===== src/rtl/player_if.sv =====
// Player controller bus: keycode slots in, sprite/weapon status out.
// master = keyboard/consumer side, slave = player_ctrl.
interface player_if #(
    parameter int N_KEYS   = 2,
    parameter int MAG_SIZE = 6
);
    localparam int AMMO_W = $clog2(MAG_SIZE + 1);

    logic [8*N_KEYS-1:0] keycodes;
    logic [9:0]          PlayerX;
    logic [9:0]          PlayerY;
    logic [9:0]          PlayerS;
    logic [1:0]          Direction;
    logic                shoot;
    logic [AMMO_W-1:0]   Ammo;
    logic                reloading;

    modport master (
        output keycodes,
        input  PlayerX, PlayerY, PlayerS, Direction, shoot, Ammo, reloading
    );

    modport slave (
        input  keycodes,
        output PlayerX, PlayerY, PlayerS, Direction, shoot, Ammo, reloading
    );
endinterface


===== src/rtl/player_ctrl.sv =====
// Frame-rate player sprite controller: multi-key 8-way movement with edge
// clamping, facing direction, and a magazine/cooldown/reload weapon FSM.
//
// state     | meaning
// ----------+-----------------------------------------------------------
// READY     | weapon armed; a fire edge shoots, reload key starts reload
// COOLDOWN  | shot just fired; waits out the inter-shot gap
// EMPTY     | magazine exhausted; only reload leaves this state
// RELOADING | refilling the magazine; all weapon keys ignored
module player_ctrl #(
    parameter int         N_KEYS          = 2,
    parameter int         X_CENTER        = 320,
    parameter int         Y_CENTER        = 240,
    parameter int         X_MIN           = 0,
    parameter int         X_MAX           = 639,
    parameter int         Y_MIN           = 0,
    parameter int         Y_MAX           = 479,
    parameter int         SIZE            = 4,
    parameter int         STEP            = 1,
    parameter int         MAG_SIZE        = 6,
    parameter int         COOLDOWN_FRAMES = 8,
    parameter int         RELOAD_FRAMES   = 60,
    parameter logic [7:0] KEY_LEFT        = 8'h04,
    parameter logic [7:0] KEY_RIGHT       = 8'h07,
    parameter logic [7:0] KEY_DOWN        = 8'h16,
    parameter logic [7:0] KEY_UP          = 8'h1A,
    parameter logic [7:0] KEY_FIRE        = 8'h2C,
    parameter logic [7:0] KEY_RELOAD      = 8'h15
) (
    input  logic     frame_clk,
    input  logic     Reset_n,
    player_if.slave  bus
);

    localparam int AMMO_W  = $clog2(MAG_SIZE + 1);
    localparam int CNT_MAX = (COOLDOWN_FRAMES > RELOAD_FRAMES) ? COOLDOWN_FRAMES : RELOAD_FRAMES;
    localparam int CNT_W   = $clog2(CNT_MAX + 1);

    localparam logic [CNT_W-1:0]  CD_LOAD  = CNT_W'(COOLDOWN_FRAMES - 1);
    localparam logic [CNT_W-1:0]  RL_LOAD  = CNT_W'(RELOAD_FRAMES - 1);
    localparam logic [AMMO_W-1:0] AMMO_FULL = AMMO_W'(MAG_SIZE);
    localparam logic [AMMO_W-1:0] AMMO_ONE  = AMMO_W'(1);

    // Clamp limits keep the whole sprite on screen; 12-bit signed math
    // avoids any 10-bit wrap when stepping below 0 or above 1023.
    localparam logic signed [11:0] X_LO   = 12'(X_MIN + SIZE);
    localparam logic signed [11:0] X_HI   = 12'(X_MAX - SIZE);
    localparam logic signed [11:0] Y_LO   = 12'(Y_MIN + SIZE);
    localparam logic signed [11:0] Y_HI   = 12'(Y_MAX - SIZE);
    localparam logic signed [11:0] STEP_S = 12'(STEP);

    typedef enum logic [1:0] {
        READY     = 2'd0,
        COOLDOWN  = 2'd1,
        EMPTY     = 2'd2,
        RELOADING = 2'd3
    } weapon_state_t;

    weapon_state_t     state;
    logic [CNT_W-1:0]  cnt;
    logic [AMMO_W-1:0] ammo;
    logic              shoot_r;
    logic              reloading_r;
    logic              fire_prev;

    logic [9:0] pos_x;
    logic [9:0] pos_y;
    logic [1:0] dir;

    logic              held_left, held_right, held_down, held_up;
    logic              held_fire, held_reload;
    logic [7:0]        slot;
    logic              fire_edge;
    logic              reload_ok;
    logic signed [11:0] x_sum, y_sum;
    logic [9:0]        x_next, y_next;

    // Key decode: a key is held if any slot carries its code.
    always_comb begin
        held_left   = 1'b0;
        held_right  = 1'b0;
        held_down   = 1'b0;
        held_up     = 1'b0;
        held_fire   = 1'b0;
        held_reload = 1'b0;
        slot        = 8'h00;
        for (int i = 0; i < N_KEYS; i++) begin
            slot = bus.keycodes[8*i +: 8];
            if (slot == KEY_LEFT)   held_left   = 1'b1;
            if (slot == KEY_RIGHT)  held_right  = 1'b1;
            if (slot == KEY_DOWN)   held_down   = 1'b1;
            if (slot == KEY_UP)     held_up     = 1'b1;
            if (slot == KEY_FIRE)   held_fire   = 1'b1;
            if (slot == KEY_RELOAD) held_reload = 1'b1;
        end
    end

    assign fire_edge = held_fire && !fire_prev;
    assign reload_ok = held_reload && (ammo < AMMO_FULL);

    // Next position: step each axis by this frame's keys, then clamp.
    always_comb begin
        x_sum = $signed({2'b00, pos_x});
        y_sum = $signed({2'b00, pos_y});
        if (held_right && !held_left)
            x_sum = x_sum + STEP_S;
        else if (held_left && !held_right)
            x_sum = x_sum - STEP_S;
        if (held_down && !held_up)
            y_sum = y_sum + STEP_S;
        else if (held_up && !held_down)
            y_sum = y_sum - STEP_S;

        if (x_sum < X_LO)
            x_next = X_LO[9:0];
        else if (x_sum > X_HI)
            x_next = X_HI[9:0];
        else
            x_next = x_sum[9:0];

        if (y_sum < Y_LO)
            y_next = Y_LO[9:0];
        else if (y_sum > Y_HI)
            y_next = Y_HI[9:0];
        else
            y_next = y_sum[9:0];
    end

    // Position and facing register, updated every frame.
    always_ff @(posedge frame_clk or negedge Reset_n) begin
        if (!Reset_n) begin
            pos_x <= 10'(X_CENTER);
            pos_y <= 10'(Y_CENTER);
            dir   <= 2'd0;
        end else begin
            pos_x <= x_next;
            pos_y <= y_next;
            if (held_up)
                dir <= 2'd3;
            else if (held_down)
                dir <= 2'd2;
            else if (held_left)
                dir <= 2'd0;
            else if (held_right)
                dir <= 2'd1;
        end
    end

    // Weapon FSM with registered shoot/ammo/reloading outputs.
    // Cooldown returns to READY on the frame its counter reaches zero, so a
    // new fire edge can land exactly COOLDOWN_FRAMES frames after a shot.
    always_ff @(posedge frame_clk or negedge Reset_n) begin
        if (!Reset_n) begin
            state       <= READY;
            cnt         <= '0;
            ammo        <= AMMO_FULL;
            shoot_r     <= 1'b0;
            reloading_r <= 1'b0;
            fire_prev   <= 1'b0;
        end else begin
            fire_prev <= held_fire;
            shoot_r   <= 1'b0;
            case (state)
                READY: begin
                    if (fire_edge && ammo != '0) begin
                        shoot_r <= 1'b1;
                        ammo    <= ammo - AMMO_ONE;
                        if (ammo == AMMO_ONE) begin
                            state <= EMPTY;
                        end else if (COOLDOWN_FRAMES > 1) begin
                            state <= COOLDOWN;
                            cnt   <= CD_LOAD;
                        end
                    end else if (reload_ok) begin
                        state       <= RELOADING;
                        cnt         <= RL_LOAD;
                        reloading_r <= 1'b1;
                    end
                end
                COOLDOWN: begin
                    if (reload_ok) begin
                        state       <= RELOADING;
                        cnt         <= RL_LOAD;
                        reloading_r <= 1'b1;
                    end else if (cnt <= CNT_W'(1)) begin
                        state <= READY;
                        cnt   <= '0;
                    end else begin
                        cnt <= cnt - CNT_W'(1);
                    end
                end
                EMPTY: begin
                    if (reload_ok) begin
                        state       <= RELOADING;
                        cnt         <= RL_LOAD;
                        reloading_r <= 1'b1;
                    end
                end
                RELOADING: begin
                    if (cnt == '0) begin
                        state       <= READY;
                        ammo        <= AMMO_FULL;
                        reloading_r <= 1'b0;
                    end else begin
                        cnt <= cnt - CNT_W'(1);
                    end
                end
                default: begin
                    state       <= READY;
                    cnt         <= '0;
                    reloading_r <= 1'b0;
                end
            endcase
        end
    end

    assign bus.PlayerX   = pos_x;
    assign bus.PlayerY   = pos_y;
    assign bus.PlayerS   = 10'(SIZE);
    assign bus.Direction = dir;
    assign bus.shoot     = shoot_r;
    assign bus.Ammo      = ammo;
    assign bus.reloading = reloading_r;

endmodule


===== src/flat_wrapper.sv =====
// flat-port wrapper written by rule: the top's interface ports become plain ports
module player_ctrl_flat 
#(
    parameter int         N_KEYS          = 2,
    parameter int         X_CENTER        = 320,
    parameter int         Y_CENTER        = 240,
    parameter int         X_MIN           = 0,
    parameter int         X_MAX           = 639,
    parameter int         Y_MIN           = 0,
    parameter int         Y_MAX           = 479,
    parameter int         SIZE            = 4,
    parameter int         STEP            = 1,
    parameter int         MAG_SIZE        = 6,
    parameter int         COOLDOWN_FRAMES = 8,
    parameter int         RELOAD_FRAMES   = 60,
    parameter logic [7:0] KEY_LEFT        = 8'h04,
    parameter logic [7:0] KEY_RIGHT       = 8'h07,
    parameter logic [7:0] KEY_DOWN        = 8'h16,
    parameter logic [7:0] KEY_UP          = 8'h1A,
    parameter logic [7:0] KEY_FIRE        = 8'h2C,
    parameter logic [7:0] KEY_RELOAD      = 8'h15
)
  (frame_clk, Reset_n, bus_keycodes, bus_PlayerX, bus_PlayerY, bus_PlayerS, bus_Direction, bus_shoot, bus_Ammo, bus_reloading);
  player_if #(.N_KEYS(N_KEYS), .MAG_SIZE(MAG_SIZE)) bus_i ();
  input  logic frame_clk;
  input  logic Reset_n;
  input wire logic [$bits(bus_i.keycodes)-1:0] bus_keycodes;
  output wire logic [$bits(bus_i.PlayerX)-1:0] bus_PlayerX;
  output wire logic [$bits(bus_i.PlayerY)-1:0] bus_PlayerY;
  output wire logic [$bits(bus_i.PlayerS)-1:0] bus_PlayerS;
  output wire logic [$bits(bus_i.Direction)-1:0] bus_Direction;
  output wire logic [$bits(bus_i.shoot)-1:0] bus_shoot;
  output wire logic [$bits(bus_i.Ammo)-1:0] bus_Ammo;
  output wire logic [$bits(bus_i.reloading)-1:0] bus_reloading;
  assign bus_i.keycodes = bus_keycodes;
  assign bus_PlayerX = bus_i.PlayerX;
  assign bus_PlayerY = bus_i.PlayerY;
  assign bus_PlayerS = bus_i.PlayerS;
  assign bus_Direction = bus_i.Direction;
  assign bus_shoot = bus_i.shoot;
  assign bus_Ammo = bus_i.Ammo;
  assign bus_reloading = bus_i.reloading;
  player_ctrl #(.N_KEYS(N_KEYS), .X_CENTER(X_CENTER), .Y_CENTER(Y_CENTER), .X_MIN(X_MIN), .X_MAX(X_MAX), .Y_MIN(Y_MIN), .Y_MAX(Y_MAX), .SIZE(SIZE), .STEP(STEP), .MAG_SIZE(MAG_SIZE), .COOLDOWN_FRAMES(COOLDOWN_FRAMES), .RELOAD_FRAMES(RELOAD_FRAMES), .KEY_LEFT(KEY_LEFT), .KEY_RIGHT(KEY_RIGHT), .KEY_DOWN(KEY_DOWN), .KEY_UP(KEY_UP), .KEY_FIRE(KEY_FIRE), .KEY_RELOAD(KEY_RELOAD)) u_core (.frame_clk(frame_clk), .Reset_n(Reset_n), .bus(bus_i));
endmodule

===== config.mk =====
export PLATFORM = sky130hd
export DESIGN_NAME = player_ctrl_flat
export DESIGN_NICKNAME = d
export VERILOG_FILES = /design/src/rtl/player_if.sv /design/src/rtl/player_ctrl.sv /design/src/flat_wrapper.sv
export SDC_FILE = /design/constraint.sdc
export NUM_CORES = 1
export LEC_CHECK = 0
export BUFFER_PORTS_ARGS = -buffer_cell sky130_fd_sc_hd__buf_2
export CORE_ASPECT_RATIO = 1.25
export CORE_UTILIZATION = 42
export DETAILED_ROUTE_END_ITERATION = 12
export SLEW_MARGIN = 20
export SYNTH_ARGS = -nofsm -noshare
export SYNTH_HDL_FRONTEND = slang
export SYNTH_SLANG_ARGS = --single-unit
export TNS_END_PERCENT = 1

===== constraint.sdc =====
create_clock -name frame_clk -period 2.9 [get_ports frame_clk]
set_input_delay 0.435 -clock frame_clk [delete_from_list [all_inputs] [get_ports frame_clk]]
set_output_delay 0.435 -clock frame_clk [all_outputs]
set_load 0.02 [all_outputs]

==> impl_metrics.py <==
metrics = {
    "clocking": {
        "tritoncts": "built",
        "hold_buffers": 0,
        "clockBufferDepth": 2,
        "cts.sinks": 36,
        "root_buffer": "clkbuf_8",
        "ctsHtreeMaxLevel": 2,
        "numCtsBuffers": 5,
        "cts.clk_slew.worst_paths_ps": 80,
        "clkLatencyLatePin_ps": 290,
    },
    "run_status": {
        "outcome": "complete, but fails checks",
        "violations": "setup timing",
    },
    "floorplanning": {
        "die_area_mm2": 0.00744,
        "die_height_um": 96.2,
        "fp.dieW_um": 77.3,
        "rows": 33,
        "ios": 55,
        "core_area_mm2": 0.00669,
        "start_util_pct": 44.6,
    },
    "sta": {
        "finalCritPeriodShare_pct": 104,
        "layout_setup_ws_ps": -110,
        "fmax_mhz": 332,
        "tightest_slew_ps": 819,
        "grt_setup_unrepaired": "yes",
        "finalSetupViolCount": 11,
        "finalHoldViolCount": 0,
        "slew_viol_final": 0,
        "relSlewSlack_pct": 45.4,
        "min_period_ps": 3010,
        "finalClockSkew_ps": 8.98,
    },
    "power_and_ir_drop": {
        "cellLeakagePower_nw": 1.81,
        "ir_drop_uv": 454,
        "power_density_mw_per_mm2": 503,
        "power_mw": 2.03,
    },
    "critical_path": {
        "cp.required_ps": 3080,
        "start_kind": "primary input",
        "crit_chain": "buf_6 > or4b_4 > or3_4 > o21a_1 > o31ai_4 > buf_6 > a22oi_2 > xnor2_2 > or3_4 > nor4_4 > buf_4 > nor3_2",
        "crit_path_max_fanout": 7,
        "crit_path_start": "bus_keycodes[14]",
        "worstSetupEndpointType": "flip-flop",
        "arrival_ps": 3190,
        "cp-endpoint": "u_core.bus.PlayerY[1]",
        "max_stage_delay_ps": 540,
        "reg2reg_depth": 8,
        "r2r-start": "u_core.bus.PlayerX[5]",
        "rrSetupSlack_ps": 340,
        "worst-setup-path-type": "primary input to flip-flop",
        "critical-path-slowest-cell": "or4b_4",
        "worstReg2RegEnd": "u_core.bus.PlayerX[2]",
    },
    "placed_design": {
        "gp_congestion": 0.829,
        "detailed_place_hpwl_mm": 5.89,
        "dp_slack_ps": -420,
        "port_buffers": 44,
    },
    "drt": {
        "wl_per_cell_um": 14.6,
        "dr.first_iter.drc_count": 133,
        "dr.pass1.iters": 4,
        "vias": 3025,
        "ant_nets": 0,
        "drc": 0,
        "viasPerCell": 5.56,
        "routed_wl_mm": 7.92,
    },
    "synthesis": {
        "yosysWarnings": 0,
        "synthArstFlopShare_pct": 100,
        "ys_seq_elements": 36,
        "avgSynthCellArea_um2": 8.71,
        "ys_seq_area_share_pct": 30.6,
        "ys.flop_type": "dfrtp_1",
        "synth_area_mm2": 0.00298,
        "syn_inst": 342,
        "synth_edf_count": 0,
        "ys_types": 79,
    },
    "layout": {
        "fin_util_pct": 60.3,
        "drive_gt1_share_pct": 38.7,
        "fin_nets": 484,
        "antenna_cells": 0,
        "syn_to_final_growth_pct": 35.2,
    },
    "grt": {
        "grt_pass1_vias": 2875,
        "grt-ovfl-total": 0,
        "grt_pass1_wl_mm": 12.7,
        "grtUsageTotal_pct": 21.2,
        "antenna_found_initial": 0,
        "grt_max_degree": 37,
    },
    "hold_path": {
        "worst_hold_path_type": "primary input to async pin",
    },
    "job": {
        "maxCapViolCount": 0,
    },
}
[Yosys cell counts, types with 3 or more instances]
| master | count | share of area [%] |
|---|---|---|
| dfrtp_1 | 28 | 24 |
| nor2b_1 | 5 | 1.0 |
| nor3_1 | 8 | 1.3 |
| ha_1 | 10 | 4.2 |
| mux2i_1 | 3 | 1.0 |
| a21oi_1 | 20 | 3.4 |
| a22o_1 | 3 | 0.88 |
| xor2_1 | 6 | 1.8 |
| a21o_1 | 4 | 1.0 |
| a21oi_2 | 3 | 0.88 |
| o21ai_1 | 5 | 0.84 |
| nand4_1 | 4 | 0.84 |
| a31oi_1 | 3 | 0.63 |
| nor4b_1 | 3 | 0.88 |
| buf_4 | 10 | 2.5 |
| nand3_1 | 10 | 1.7 |
| nor4_1 | 7 | 1.5 |
| and3_1 | 9 | 1.9 |
| dfstp_2 | 8 | 7.1 |
| nor2_1 | 30 | 3.8 |
| nor3b_1 | 3 | 0.76 |
| o21a_1 | 4 | 1.0 |
| nand2_1 | 16 | 2.0 |
| clkbuf_1 | 5 | 0.63 |
| inv_1 | 16 | 2.0 |
| nand2b_1 | 7 | 1.5 |
| and2_1 | 3 | 0.63 |
| a22oi_1 | 6 | 1.5 |
| o21ai_0 | 13 | 2.2 |
| or3_1 | 9 | 1.9 |
| a211oi_1 | 5 | 1.3 |
| a32oi_1 | 3 | 0.88 |
| xnor2_1 | 13 | 3.8 |
| or4_1 | 3 | 0.76 |
[repair_timing]
action                     CTS  global route
pin swaps                    5            18
setup endpoints to repair   13            15
setup buffers                0             6
resized for setup            8            20
[worst min-delay path by stage]
stage / startpoint / to / slack (ps)
detailed placement: u_core.bus.Direction[1] / u_core.bus.Direction[1] / 500
finish: Reset_n / u_core.cnt[5] / 230
global route: Reset_n / u_core.cnt[5] / 290
CTS: Reset_n / u_core.cnt[5] / 260
floorplan: Reset_n / u_core.bus.Ammo[0] / 140
global placement: u_core.bus.Direction[1] / u_core.bus.Direction[1] / 480
[stage by stage]
step | cell area (µm²) | instances | TNS (ps) | hold WS (ps)
6_report | 4030 | 544 | -728 | 234
5_1_grt | 4030 | 544 | -2110 | 289
4_1_cts | 3890 | 538 | -434 | 260
3_5_place_dp | 3730 | 530 | -5700 | 500
3_3_place_gp | 3730 | 530 | -5310 | 477
2_1_floorplan | 3020 | 351 | -1640 | 139
[layer usage]
layer,vias to the layer above,global-route usage (%),part of all wire [%]
li1,1487,-,-
met1,1460,24.4,43
met2,68,40.7,53
met3,10,2.75,2.5
met4,0,5.97,1.3
met5,-,0,0
[power breakdown]
part	switching, mW	internal [mW]
Combinational	0.447	0.361
Sequential	0.156	0.618
Clock	0.190	0.254
Total	0.793	1.23
[placed cells by master, fill, tap and decap left out, drive strengths merged, types with 3 or more instances in the layout]
master  Yosys  final
a211oi      5      5
a21o        4      4
a21oi      24     24
a22o        3      3
a22oi       6      6
a31oi       4      4
a32oi       3      3
and2        4      4
and3       10     10
buf        11    114
clkbuf      5      5
conb        2     11
dfrtp      28     28
dfstp       8      8
ha         10     10
inv        17     17
mux2i       3      3
nand2      16     16
nand2b      7      7
nand3      10     10
nand4       4      4
nor2       30     30
nor2b       5      5
nor3       10     10
nor3b       3      3
nor4        9      9
nor4b       3      3
o21a        4      4
o21ai      18     18
o31ai       4      4
or2         4      4
or3        11     11
or4         4      4
xnor2      14     14
xor2        6      6
[critical path, delay by kind of cell]
kind / cells / cell delay (ps)
XOR/XNOR: 1 / 180
AO/OA/AOI/OAI: 3 / 510
AND/OR/NAND/NOR: 5 / 1630
buffers and inverters: 3 / 430
[state kept, by name, summed over array words and instances (netlist names)]
| signal | cells |
|---|---|
| u_core.state | 2 |
| u_core.cnt | 6 |
| u_core.bus.Ammo | 3 |
| u_core.bus.shoot | 1 |
| u_core.bus.Direction | 2 |
| u_core.bus.reloading | 1 |
| u_core.bus.PlayerX | 10 |
| u_core.fire_prev | 1 |
| u_core.bus.PlayerY | 10 |
[area by class of cell]
type	count	area, µm²
clock inverter	3	42.5
tap	87	109
timing repair buffer	114	762
inverter	17	63.8
fill	641	2660
multi-input combinational	282	2070
clock buffer	5	68.8
sequential	36	911
[cell families (layout without fill, tap and decap cells)]
family / after synthesis / after routing / synth area share (%)
DFF: 36 / 36 / 30.6
muxes: 4 / 4 / 1.39
and+or+nand+nor: 139 / 139 / 27.7
AOI/OAI and AO/OA: 98 / 98 / 24.4
xor gates and xnor gates: 20 / 20 / 6.13
buffers and inverters: 33 / 139 / 5.42
adders and majority gates: 10 / 10 / 4.20
other: 2 / 11 / 0.252
Power figures use the tool's default switching activity.
